==> src/rtl/div_unit.sv <==
// div_unit: iterative radix-2 restoring divider for RV64M DIV/DIVU/REM/REMU.
// Writes its result straight into the register file with a one-cycle pulse.
module div_unit #(
    parameter int XLEN       = 64,
    parameter int ADDR_WIDTH = 5
) (
    input  logic                  clk,
    input  logic                  rst,
    input  logic                  in_valid,
    output logic                  in_ready,
    input  logic [1:0]            in_op,
    input  logic [XLEN-1:0]       in_src1,
    input  logic [XLEN-1:0]       in_src2,
    input  logic [ADDR_WIDTH-1:0] in_rd,
    input  logic                  flush,
    output logic                  busy,
    output logic                  wen,
    output logic [ADDR_WIDTH-1:0] waddr,
    output logic [XLEN-1:0]       wdata
);
    localparam int CW = $clog2(XLEN);
    localparam logic [1:0] IDLE = 2'd0, CALC = 2'd1, DONE = 2'd2;
    logic [1:0]            state;
    logic [CW-1:0]         cnt;
    logic [XLEN:0]         rem;
    logic [XLEN-1:0]       quo, dvs;
    logic [ADDR_WIDTH-1:0] rd;
    logic                  op_rem, neg_q, neg_r;
    logic                  accept, sgn, s1_neg, s2_neg, div_zero, ovf, q_bit;
    logic [XLEN-1:0]       a1, a2, spec_res, quo_n, q_fin, r_fin;
    logic [XLEN:0]         shifted, trial, rem_n;
    assign in_ready = state == IDLE;
    assign busy     = state != IDLE;
    assign accept   = in_valid && in_ready && !flush;
    assign sgn      = !in_op[0];
    assign s1_neg   = sgn && in_src1[XLEN-1];
    assign s2_neg   = sgn && in_src2[XLEN-1];
    assign a1       = s1_neg ? -in_src1 : in_src1;
    assign a2       = s2_neg ? -in_src2 : in_src2;
    assign div_zero = in_src2 == '0;
    assign ovf      = sgn && in_src1 == {1'b1, {(XLEN-1){1'b0}}} && in_src2 == '1;
    assign spec_res = in_op[1] ? (div_zero ? in_src1 : '0) : (div_zero ? '1 : in_src1);
    // Trial subtract against the shifted-in partial remainder; the extra bit is the borrow.
    assign shifted  = {rem[XLEN-1:0], quo[XLEN-1]};
    assign trial    = shifted - {1'b0, dvs};
    assign q_bit    = !trial[XLEN];
    assign rem_n    = q_bit ? trial : shifted;
    assign quo_n    = {quo[XLEN-2:0], q_bit};
    assign q_fin    = neg_q ? -quo_n : quo_n;
    assign r_fin    = neg_r ? -rem_n[XLEN-1:0] : rem_n[XLEN-1:0];
    always_ff @(posedge clk or posedge rst) begin
        if (rst) begin
            state  <= IDLE;
            cnt    <= '0;
            rem    <= '0;
            quo    <= '0;
            dvs    <= '0;
            rd     <= '0;
            op_rem <= 1'b0;
            neg_q  <= 1'b0;
            neg_r  <= 1'b0;
            wen    <= 1'b0;
            waddr  <= '0;
            wdata  <= '0;
        end else begin
            wen <= 1'b0;
            if (state == IDLE) begin
                if (accept) begin
                    rd     <= in_rd;
                    op_rem <= in_op[1];
                    neg_q  <= s1_neg ^ s2_neg;
                    neg_r  <= s1_neg;
                    quo    <= a1;
                    dvs    <= a2;
                    rem    <= '0;
                    cnt    <= CW'(XLEN - 1);
                    state  <= (div_zero || ovf) ? DONE : CALC;
                    if (div_zero || ovf) begin
                        wen   <= in_rd != '0;
                        waddr <= in_rd;
                        wdata <= spec_res;
                    end
                end
            end else if (state == CALC) begin
                if (flush) begin
                    state <= IDLE;
                end else begin
                    rem <= rem_n;
                    quo <= quo_n;
                    cnt <= cnt - 1'b1;
                    if (cnt == '0) begin
                        state <= DONE;
                        wen   <= rd != '0;
                        waddr <= rd;
                        wdata <= op_rem ? r_fin : q_fin;
                    end
                end
            end else begin
                state <= IDLE;
            end
        end
    end
endmodule

==> config.mk <==
export PLATFORM = sky130hd
export DESIGN_NAME = div_unit
export DESIGN_NICKNAME = d
export VERILOG_FILES = /design/src/rtl/div_unit.sv
export SDC_FILE = /design/constraint.sdc
export NUM_CORES = 1
export LEC_CHECK = 0
export BUFFER_PORTS_ARGS = -buffer_cell sky130_fd_sc_hd__clkbuf_2
export CELL_PAD_IN_SITES_DETAIL_PLACEMENT = 1
export CELL_PAD_IN_SITES_GLOBAL_PLACEMENT = 1
export CORE_ASPECT_RATIO = 0.8
export CORE_MARGIN = 2
export CORE_UTILIZATION = 46
export DETAILED_ROUTE_END_ITERATION = 6
export PLACE_DENSITY_LB_ADDON = 0.25
export SLEW_MARGIN = 15
export SYNTH_ARGS = -nofsm -noshare
export SYNTH_HDL_FRONTEND = slang
export SYNTH_SLANG_ARGS = --single-unit
==> constraint.sdc <==
create_clock -name clk -period 10.8 [get_ports clk]
set_input_delay 0.54 -clock clk [delete_from_list [all_inputs] [get_ports clk]]
set_output_delay 0.54 -clock clk [all_outputs]
set_load 0.03 [all_outputs]
==> summary.txt, run 1 <==
R2R Path Start: rem[16]$_DFFE_PP0P_
status: finished, final reports clean
crit path time final: 7.51 ns
NumNets Final: 3559
clock-pin slew on the worst setup and hold paths: 0.06 ns
antenna-violating nets left: 0
die area: 0.0558 mm2
Pins Over Slew Limit: 0
critical path data required time: 11.26 ns
Layout Cells excl Fill: 4077
H-tree depth: 2
global-route wire length before repair: 166000 um
r2r worst-path depth: 22
vias per cell: 6.68
commonest non-fill, non-tap cell in the layout: nand2_1
total power: 0.00697 W
WL per Instance: 26.8 um
Setup CP Type: flop to flop
RSZ-0062 raised after global routing: false
Synth Area in Compound Gates: 0.267
critical path capture point type: flop
drt total wl: 109000 um
simple-gate share of the synthesized area: 0.223
R2R Path End: wdata[60]$_DFFE_PP0P_
placed cell count: 4012
worst-margin pin slew: 1.22 ns
Num Clock Sinks: 278
post-synthesis sequential area ratio: 0.281
Num CTS Buffers: 36
number of fill cells: 6754
post-cts resize count: 0
Setup crit start kind: flop
CTS tree: yes
synth warn: 0
reg2reg setup slack: 3.29 ns
library cells used by synthesis: 89
# rows: 76
commonest cells after routing, fill and taps aside: nand2_1 (401), o21ai_0 (393), dfrtp_1 (276)
die width: 264 um
antenna violations before repair: 1
I/O pin count: 211
hpwl dp: 82700 um
HP Class: input pin to asynchronous set/reset pin
Synth Area per Inst: 7.60 um2
syn nets: 3473
Final Cycle Share: 0.696
flip-flop and latch area: 0.00696 mm2
Worst slew margin: 0.183
ys flop type: dfrtp_1
Post-synth EDFFs: 0
clock root cell: clkbuf_16
clk_lat worst skew: 0.58 ns
global-route usage over all layers: 0.384
top-area cell type share of the netlist area: 0.281
Hold WS: 0.105 ns
cells after synthesis: 3262
Final Skew: 0.0390 ns
DRC errors left: 0
mux cell area share after synthesis: 0.0214
share of cells above drive strength 1: 0.109
Leak Pwr: 11.3 nW
core area: 0.0535 mm2
RD Place Congestion: 1.01
Area Growth Syn to Fin: 10.7%
Mapped Area: 0.0248 mm2
XOR/XNOR Fraction of Synth Area: 0.0985
final setup TNS: 0 ns
CTS Buffer Depth: 3
area of the multi-input gates: 0.0166 mm2
power density over cell area: 254 mW/mm2
upper clock frequency limit: 133 MHz
largest family of logic cells by synthesized area: compound AO/OA/AOI/OAI gates
Async SR Flop Fraction: 1.00
number of DRC markers in iteration 0: 2702
Yosys top cell by area: dfrtp_1
cts-stage hold buffer count: 0
CP Max Fanout: 36
Max VDD drop: 0.235 mV
post-synthesis register bit count: 278
Max Cap Viol: 0
Final Util: 0.513
Initial Util: 0.463
CP arrival: 7.98 ns
CP startpoint: rem[16]$_DFFE_PP0P_
Post-Synth Adder-Cell Area: 0.0592
Setup-failing EPs final: 0
Area contributors post-synth: dfrtp_1 (28%), o21ai_0 (7.9%), nand2_1 (6.1%)
final hold violation count: 0
vias in the first global route: 27242
Die Y: 212 um
crit path to: wdata[60]$_DFFE_PP0P_
number of port buffers: 210
setup bufs post-CTS: 0
gr ovfl total: 0
vias: 27252
largest net degree at the start of global routing: 101
DR pass1 iterations: 6
## critical path, stage by stage, from the launching register on
cell and delay (ns):
dfrtp_1 0.44, ha_1 0.56, nand4_1 0.22, or4_4 0.58, nor3_1 0.21, a211oi_1 0.26, o221ai_1 0.46, o2111a_1 0.57
nor3_4 0.06, inv_2 0.48, nor2_1 0.09, a21oi_1 0.30, ha_1 0.30, nand4b_1 0.14, or3_1 0.41, nor3_1 0.25
nand3_1 0.23, o32a_1 0.54, or2_2 0.39, nand2_1 0.20, nand4_1 0.13, and3_1 0.26, a221o_1 0.29
## per-stage QoR
stage / worst slack (ns) / cell area [um2]
finish: 3.29 / 27500
global route: 2.97 / 27500
detailed placement: 3.57 / 26200
floorplan: 2.59 / 24800
CTS: 3.53 / 27500
global placement: 3.73 / 26200
## kinds of logic (layout without fill, tap and decap cells)
logic type / after synthesis / in the layout
adders and majority gates: 128 / 128
xor gates and xnor gates: 279 / 279
and+or+nand+nor: 1141 / 1141
AOI/OAI and AO/OA: 1070 / 1070
buffers and inverters: 314 / 426
DFF: 278 / 278
muxes: 52 / 52
other: 0 / 1
## state kept, by name, summed over array words and instances (netlist names)
register and count:
cnt 6, wdata 64, neg_q 1, quo 64, op_rem 1, wen 1
neg_r 1, rd 5, state 2, waddr 5, dvs 64, rem 64
## cell type report
type | instances | share of cell area
antenna | 1 | 0.0000911
tap | 702 | 0.0320
multi-input combinational | 2670 | 0.606
clock buffer | 48 | 0.0363
timing repair buffer | 249 | 0.0489
sequential | 278 | 0.253
inverter | 113 | 0.0157
clock inverter | 16 | 0.00757
## power by group
group / internal (W) / switching, W / leakage, nW
Combinational: 0.00121 / 0.00269 / 7.21
Sequential: 0.00141 / 0.000374 / 3.55
Clock: 0.000748 / 0.000530 / 0.588
## layer usage
layer	global-route usage	vias up	wire, um
met5	0	-	0
met1	0.512	13688	45800
met2	0.624	1217	50000
li1	-	12112	-
met4	0.157	0	4840
met3	0.0596	235	8770
## worst min path at each step
stage	cells past startpoint	slack, ns	start	end
finish	2	0.11	rst	quo[11]$_DFFE_PP0P_
global route	2	0.18	rst	quo[11]$_DFFE_PP0P_
global placement	2	0.46	wdata[4]$_DFFE_PP0P_	wdata[4]$_DFFE_PP0P_
floorplan	2	0.45	dvs[10]$_DFFE_PP0P_	dvs[10]$_DFFE_PP0P_
detailed placement	2	0.47	wdata[53]$_DFFE_PP0P_	wdata[53]$_DFFE_PP0P_
CTS	2	0.15	rst	quo[11]$_DFFE_PP0P_
## cells in the mapped netlist (10+ instances only)
library cell	number
nand4_1	49
maj3_1	56
xor2_1	130
a211oi_1	34
inv_1	109
nor3b_1	11
a21o_1	15
xnor2_1	149
or4_1	30
nor3_1	87
a22oi_1	67
or3_1	52
and3_1	39
a22o_1	12
o22ai_1	14
dfrtp_1	278
nand3_1	55
nand2_1	401
o21a_1	21
a31oi_1	42
o211ai_1	25
clkbuf_1	150
and4_1	10
a221oi_1	14
o31ai_1	50
nand2b_1	27
nor2_1	249
mux2i_1	44
ha_1	71
buf_2	36
and2_1	20
o41ai_1	22
o31a_1	11
or2_2	15
nand3b_1	13
a21oi_1	234
o21ai_0	393
nor4_1	46
Note: power is estimated with default switching activity, not from simulation.
==> run 2, diff against run 1 <==
--- a/config.mk
+++ b/config.mk
@@ -5,12 +5,13 @@
 export SDC_FILE = /design/constraint.sdc
 export NUM_CORES = 1
 export LEC_CHECK = 0
+export ABC_AREA = 1
 export BUFFER_PORTS_ARGS = -buffer_cell sky130_fd_sc_hd__clkbuf_2
 export CELL_PAD_IN_SITES_DETAIL_PLACEMENT = 1
 export CELL_PAD_IN_SITES_GLOBAL_PLACEMENT = 1
 export CORE_ASPECT_RATIO = 0.8
 export CORE_MARGIN = 2
-export CORE_UTILIZATION = 46
+export CORE_UTILIZATION = 43
 export DETAILED_ROUTE_END_ITERATION = 6
 export PLACE_DENSITY_LB_ADDON = 0.25
 export SLEW_MARGIN = 15
==> constraint.sdc (replaced) <==
create_clock -name clk -period 7 [get_ports clk]
set_input_delay 0.35 -clock clk [delete_from_list [all_inputs] [get_ports clk]]
set_output_delay 0.35 -clock clk [all_outputs]
set_load 0.03 [all_outputs]
==> summary.txt, run 2 <==
Die Y: 228 um (+7.9%)
number of DRC markers in iteration 0: 3210 (+19%)
CP max stage delay: 0.41 ns (-0.17 ns)
Max Cap Viol: 0 (unchanged)
mux cell area share after synthesis: 0 (-0.0214)
largest family of logic cells by synthesized area: simple AND/OR/NAND/NOR gates
hold depth: 3
critical path data required time: 7.45 ns (-3.81 ns)
library cells used by synthesis: 53 (-40%)
NumNets Final: 4944 (+39%)
RSZ-0062 raised after global routing: false
die area: 0.0649 mm2 (+16%)
area of the multi-input gates: 0.0167 mm2 (+0.46%)
die width: 284 um (+7.9%)
H-tree depth: 2 (unchanged)
Worst slew margin: 0.257 (+0.0737)
synth warn: 0 (unchanged)
gr ovfl total: 0 (unchanged)
XOR/XNOR Fraction of Synth Area: 0.0444 (-0.0542)
commonest cells after routing, fill and taps aside: nand2_1 (1506), inv_1 (715), nor2_1 (491)
vias: 32137 (+18%)
upper clock frequency limit: 177 MHz (+33%)
ys flop type: dfrtp_1
global-route wire length before repair: 187000 um (+13%)
number of port buffers: 210 (unchanged)
flip-flop and latch area: 0.00696 mm2 (unchanged)
antenna violations before repair: 6 (+5)
Pins Over Slew Limit: 0 (unchanged)
share of cells above drive strength 1: 0.0836 (-0.0254)
clock-pin slew on the worst setup and hold paths: 0.06 ns (about the same)
Final Skew: 0.0327 ns (-0.00633 ns)
vias in the first global route: 31461 (+15%)
Final Cycle Share: 0.808 (+0.112)
post-synthesis register bit count: 278 (unchanged)
reg2reg setup slack: 1.34 ns (-1.94 ns)
# rows: 82 (+7.9%)
Setup-failing EPs final: 0 (unchanged)
clk_lat worst skew: 0.59 ns (about the same)
HP Class: input pin to flop
global-route usage over all layers: 0.369 (-0.0149)
R2R Path Start: dvs[16]$_DFFE_PP0P_
CP arrival: 6.10 ns (-1.88 ns)
final hold violation count: 0 (unchanged)
CP dominant cell by count: nand2_1
final setup margin: 1.34 ns (-1.94 ns)
simple-gate share of the synthesized area: 0.384 (+0.162)
CP Max Fanout: 5 (-86%)
number of fill cells: 8948 (+32%)
critical path capture point type: flop
Yosys top cell by area: dfrtp_1
crit path time final: 5.66 ns (-1.86 ns)
Max VDD drop: 0.393 mV (+67%)
Synth top cells by count: nand2_1 (1508), inv_1 (718), nor2_1 (495)
Async SR Flop Fraction: 1.00 (unchanged)
core area: 0.0624 mm2 (+17%)
power density over cell area: 608 mW/mm2 (+140%)
DP Worst Slack: 1.64 ns (-1.93 ns)
hpwl dp: 94400 um (+14%)
Area contributors post-synth: dfrtp_1 (26%), nand2_1 (21%), inv_1 (10%)
r2r worst-path depth: 31 (+41%)
vias per cell: 5.74 (-14%)
largest net degree at the start of global routing: 120 (+19%)
post-synthesis sequential area ratio: 0.257 (-0.0233)
commonest non-fill, non-tap cell in the layout: nand2_1
R2R Path End: wdata[58]$_DFFE_PP0P_
status: finished, final reports clean
cells after synthesis: 4621 (+42%)
Sw Share: 0.607 (+0.0907)
DRC errors left: 0 (unchanged)
Setup crit start kind: flop
I/O pin count: 211 (unchanged)
combinational share of power: 0.722 (+0.162)
worst-margin pin slew: 1.11 ns (-0.111 ns)
Num CTS Buffers: 36 (unchanged)
final setup TNS: 0 ns (unchanged)
CTS tree: yes
DR pass1 iterations: 6 (unchanged)
Synth Area in Compound Gates: 0.153 (-0.114)
antenna-violating nets left: 0 (unchanged)
Worst Hold Launch: in_rd[3]
RD Place Congestion: 0.988 (-2.2%)
post-cts resize count: 0 (unchanged)
Clk pwr share: 0.116 (-0.068)
Area Growth Syn to Fin: 11.0%
CTS Buffer Depth: 3 (unchanged)
Post-Synth Adder-Cell Area: 0.0336 (-0.0256)
Leak Pwr: 15.6 nW (+37%)
Setup CP Type: flop to flop
slowest stage cell on the critical path: ha_1
sequential power share: 0.162 (-0.094)
drt total wl: 122000 um (+11%)
Hold EP: waddr[3]$_DFFE_PP0P_
syn nets: 4832 (+39%)
Synth Area per Inst: 5.85 um2 (-23%)
Psw: 0.0111 W (+210%)
Mapped Area: 0.0270 mm2 (+9.0%)
most common cell in the netlist: nand2_1
Num Clock Sinks: 278 (unchanged)
clock root cell: clkbuf_16
Pint: 0.00718 W (+110%)
top-area cell type share of the netlist area: 0.257 (-0.0233)
WL per Instance: 21.8 um (-19%)
Post-synth EDFFs: 0 (unchanged)
Initial Util: 0.433 (-0.0297)
-- run 2: changes by cell type after synthesis, moves of 56 or more --
cell | previous run | this run
nand3_1 | 55 | 246
xnor2_1 | 149 | 55
maj3_1 | 56 | 0
a22oi_1 | 67 | 4
nand2_1 | 401 | 1508
inv_1 | 109 | 718
nor2_1 | 249 | 495
o21ai_0 | 393 | 262
-- run 2: per-stage QoR --
step	hold WS, ns	util	instance area (um2)	power [W]	instances
3_5_place_dp	0.473	0.460	28700	0.0157	5533
5_1_grt	0.0437	0.481	30000	0.0196	5598
6_report	0.0189	0.481	30000	0.0183	5599
3_3_place_gp	0.465	0.460	28700	0.0153	5533
4_1_cts	0.00150	0.481	30000	0.0179	5598
2_1_floorplan	0.453	-	27000	0.0115	4621
-- run 2: routing by layer --
layer | vias to the layer above | track usage | share of wire
li1 | 14939 | - | -
met5 | - | 0 | 0
met4 | 0 | 0.116 | 0.032
met3 | 198 | 0.0850 | 0.098
met1 | 15691 | 0.528 | 0.45
met2 | 1309 | 0.548 | 0.42
-- run 2: cell type report --
cell class	instances	area share
clock inverter	18	0.0103
timing repair buffer	237	0.0424
inverter	728	0.0912
tap	840	0.0350
antenna	1	0.0000834
sequential	278	0.232
multi-input combinational	3452	0.557
clock buffer	45	0.0325
-- run 2: critical path: cells and delay by family, from the launching register on --
family / cells / cell delay (ns)
AO/OA/AOI/OAI: 4 / 0.64
adder cells (fa/ha/maj): 2 / 0.60
buffers and inverters: 2 / 0.17
flip-flops: 1 / 0.35
AND/OR/NAND/NOR: 23 / 3.79
-- run 2: how the worst max path moves through the flow --
stage,start,endpoint,slack [ns],depth (start not counted)
6_report,dvs[16]$_DFFE_PP0P_,wdata[58]$_DFFE_PP0P_,1.34,31
5_1_grt,quo[63]$_DFFE_PP0P_,wdata[58]$_DFFE_PP0P_,0.80,35
4_1_cts,quo[63]$_DFFE_PP0P_,wdata[58]$_DFFE_PP0P_,1.55,35
3_5_place_dp,quo[63]$_DFFE_PP0P_,wdata[54]$_DFFE_PP0P_,1.64,35
3_3_place_gp,dvs[16]$_DFFE_PP0P_,wdata[54]$_DFFE_PP0P_,1.78,31
2_1_floorplan,quo[63]$_DFFE_PP0P_,wdata[60]$_DFFE_PP0P_,2.48,36
-- run 2: timing repair --
| item | in CTS | in global routing |
|---|---|---|
| hold buffers | 2 | 0 |
| setup buffers | 0 | 0 |
| hold endpoints to repair | 15 | 0 |
-- run 2: cells by family (layout without fill, tap and decap cells) --
| family | after synthesis | count (layout) |
|---|---|---|
| compound gates | 733 | 733 |
| xor+xnor | 137 | 137 |
| fa+ha+maj | 72 | 72 |
| buf+inv | 891 | 1028 |
| flops | 278 | 278 |
| other cells | 0 | 1 |
| simple gates | 2510 | 2510 |
-- run 2: power by group through the flow --
stage	Combinational [W]	Sequential [W]	Clock, W
finish	0.0132	0.00296	0.00212
global route	0.0144	0.00305	0.00219
CTS	0.0128	0.00294	0.00213
detailed placement	0.0127	0.00296	0
global placement	0.0124	0.00292	0
floorplan	0.00841	0.00314	0
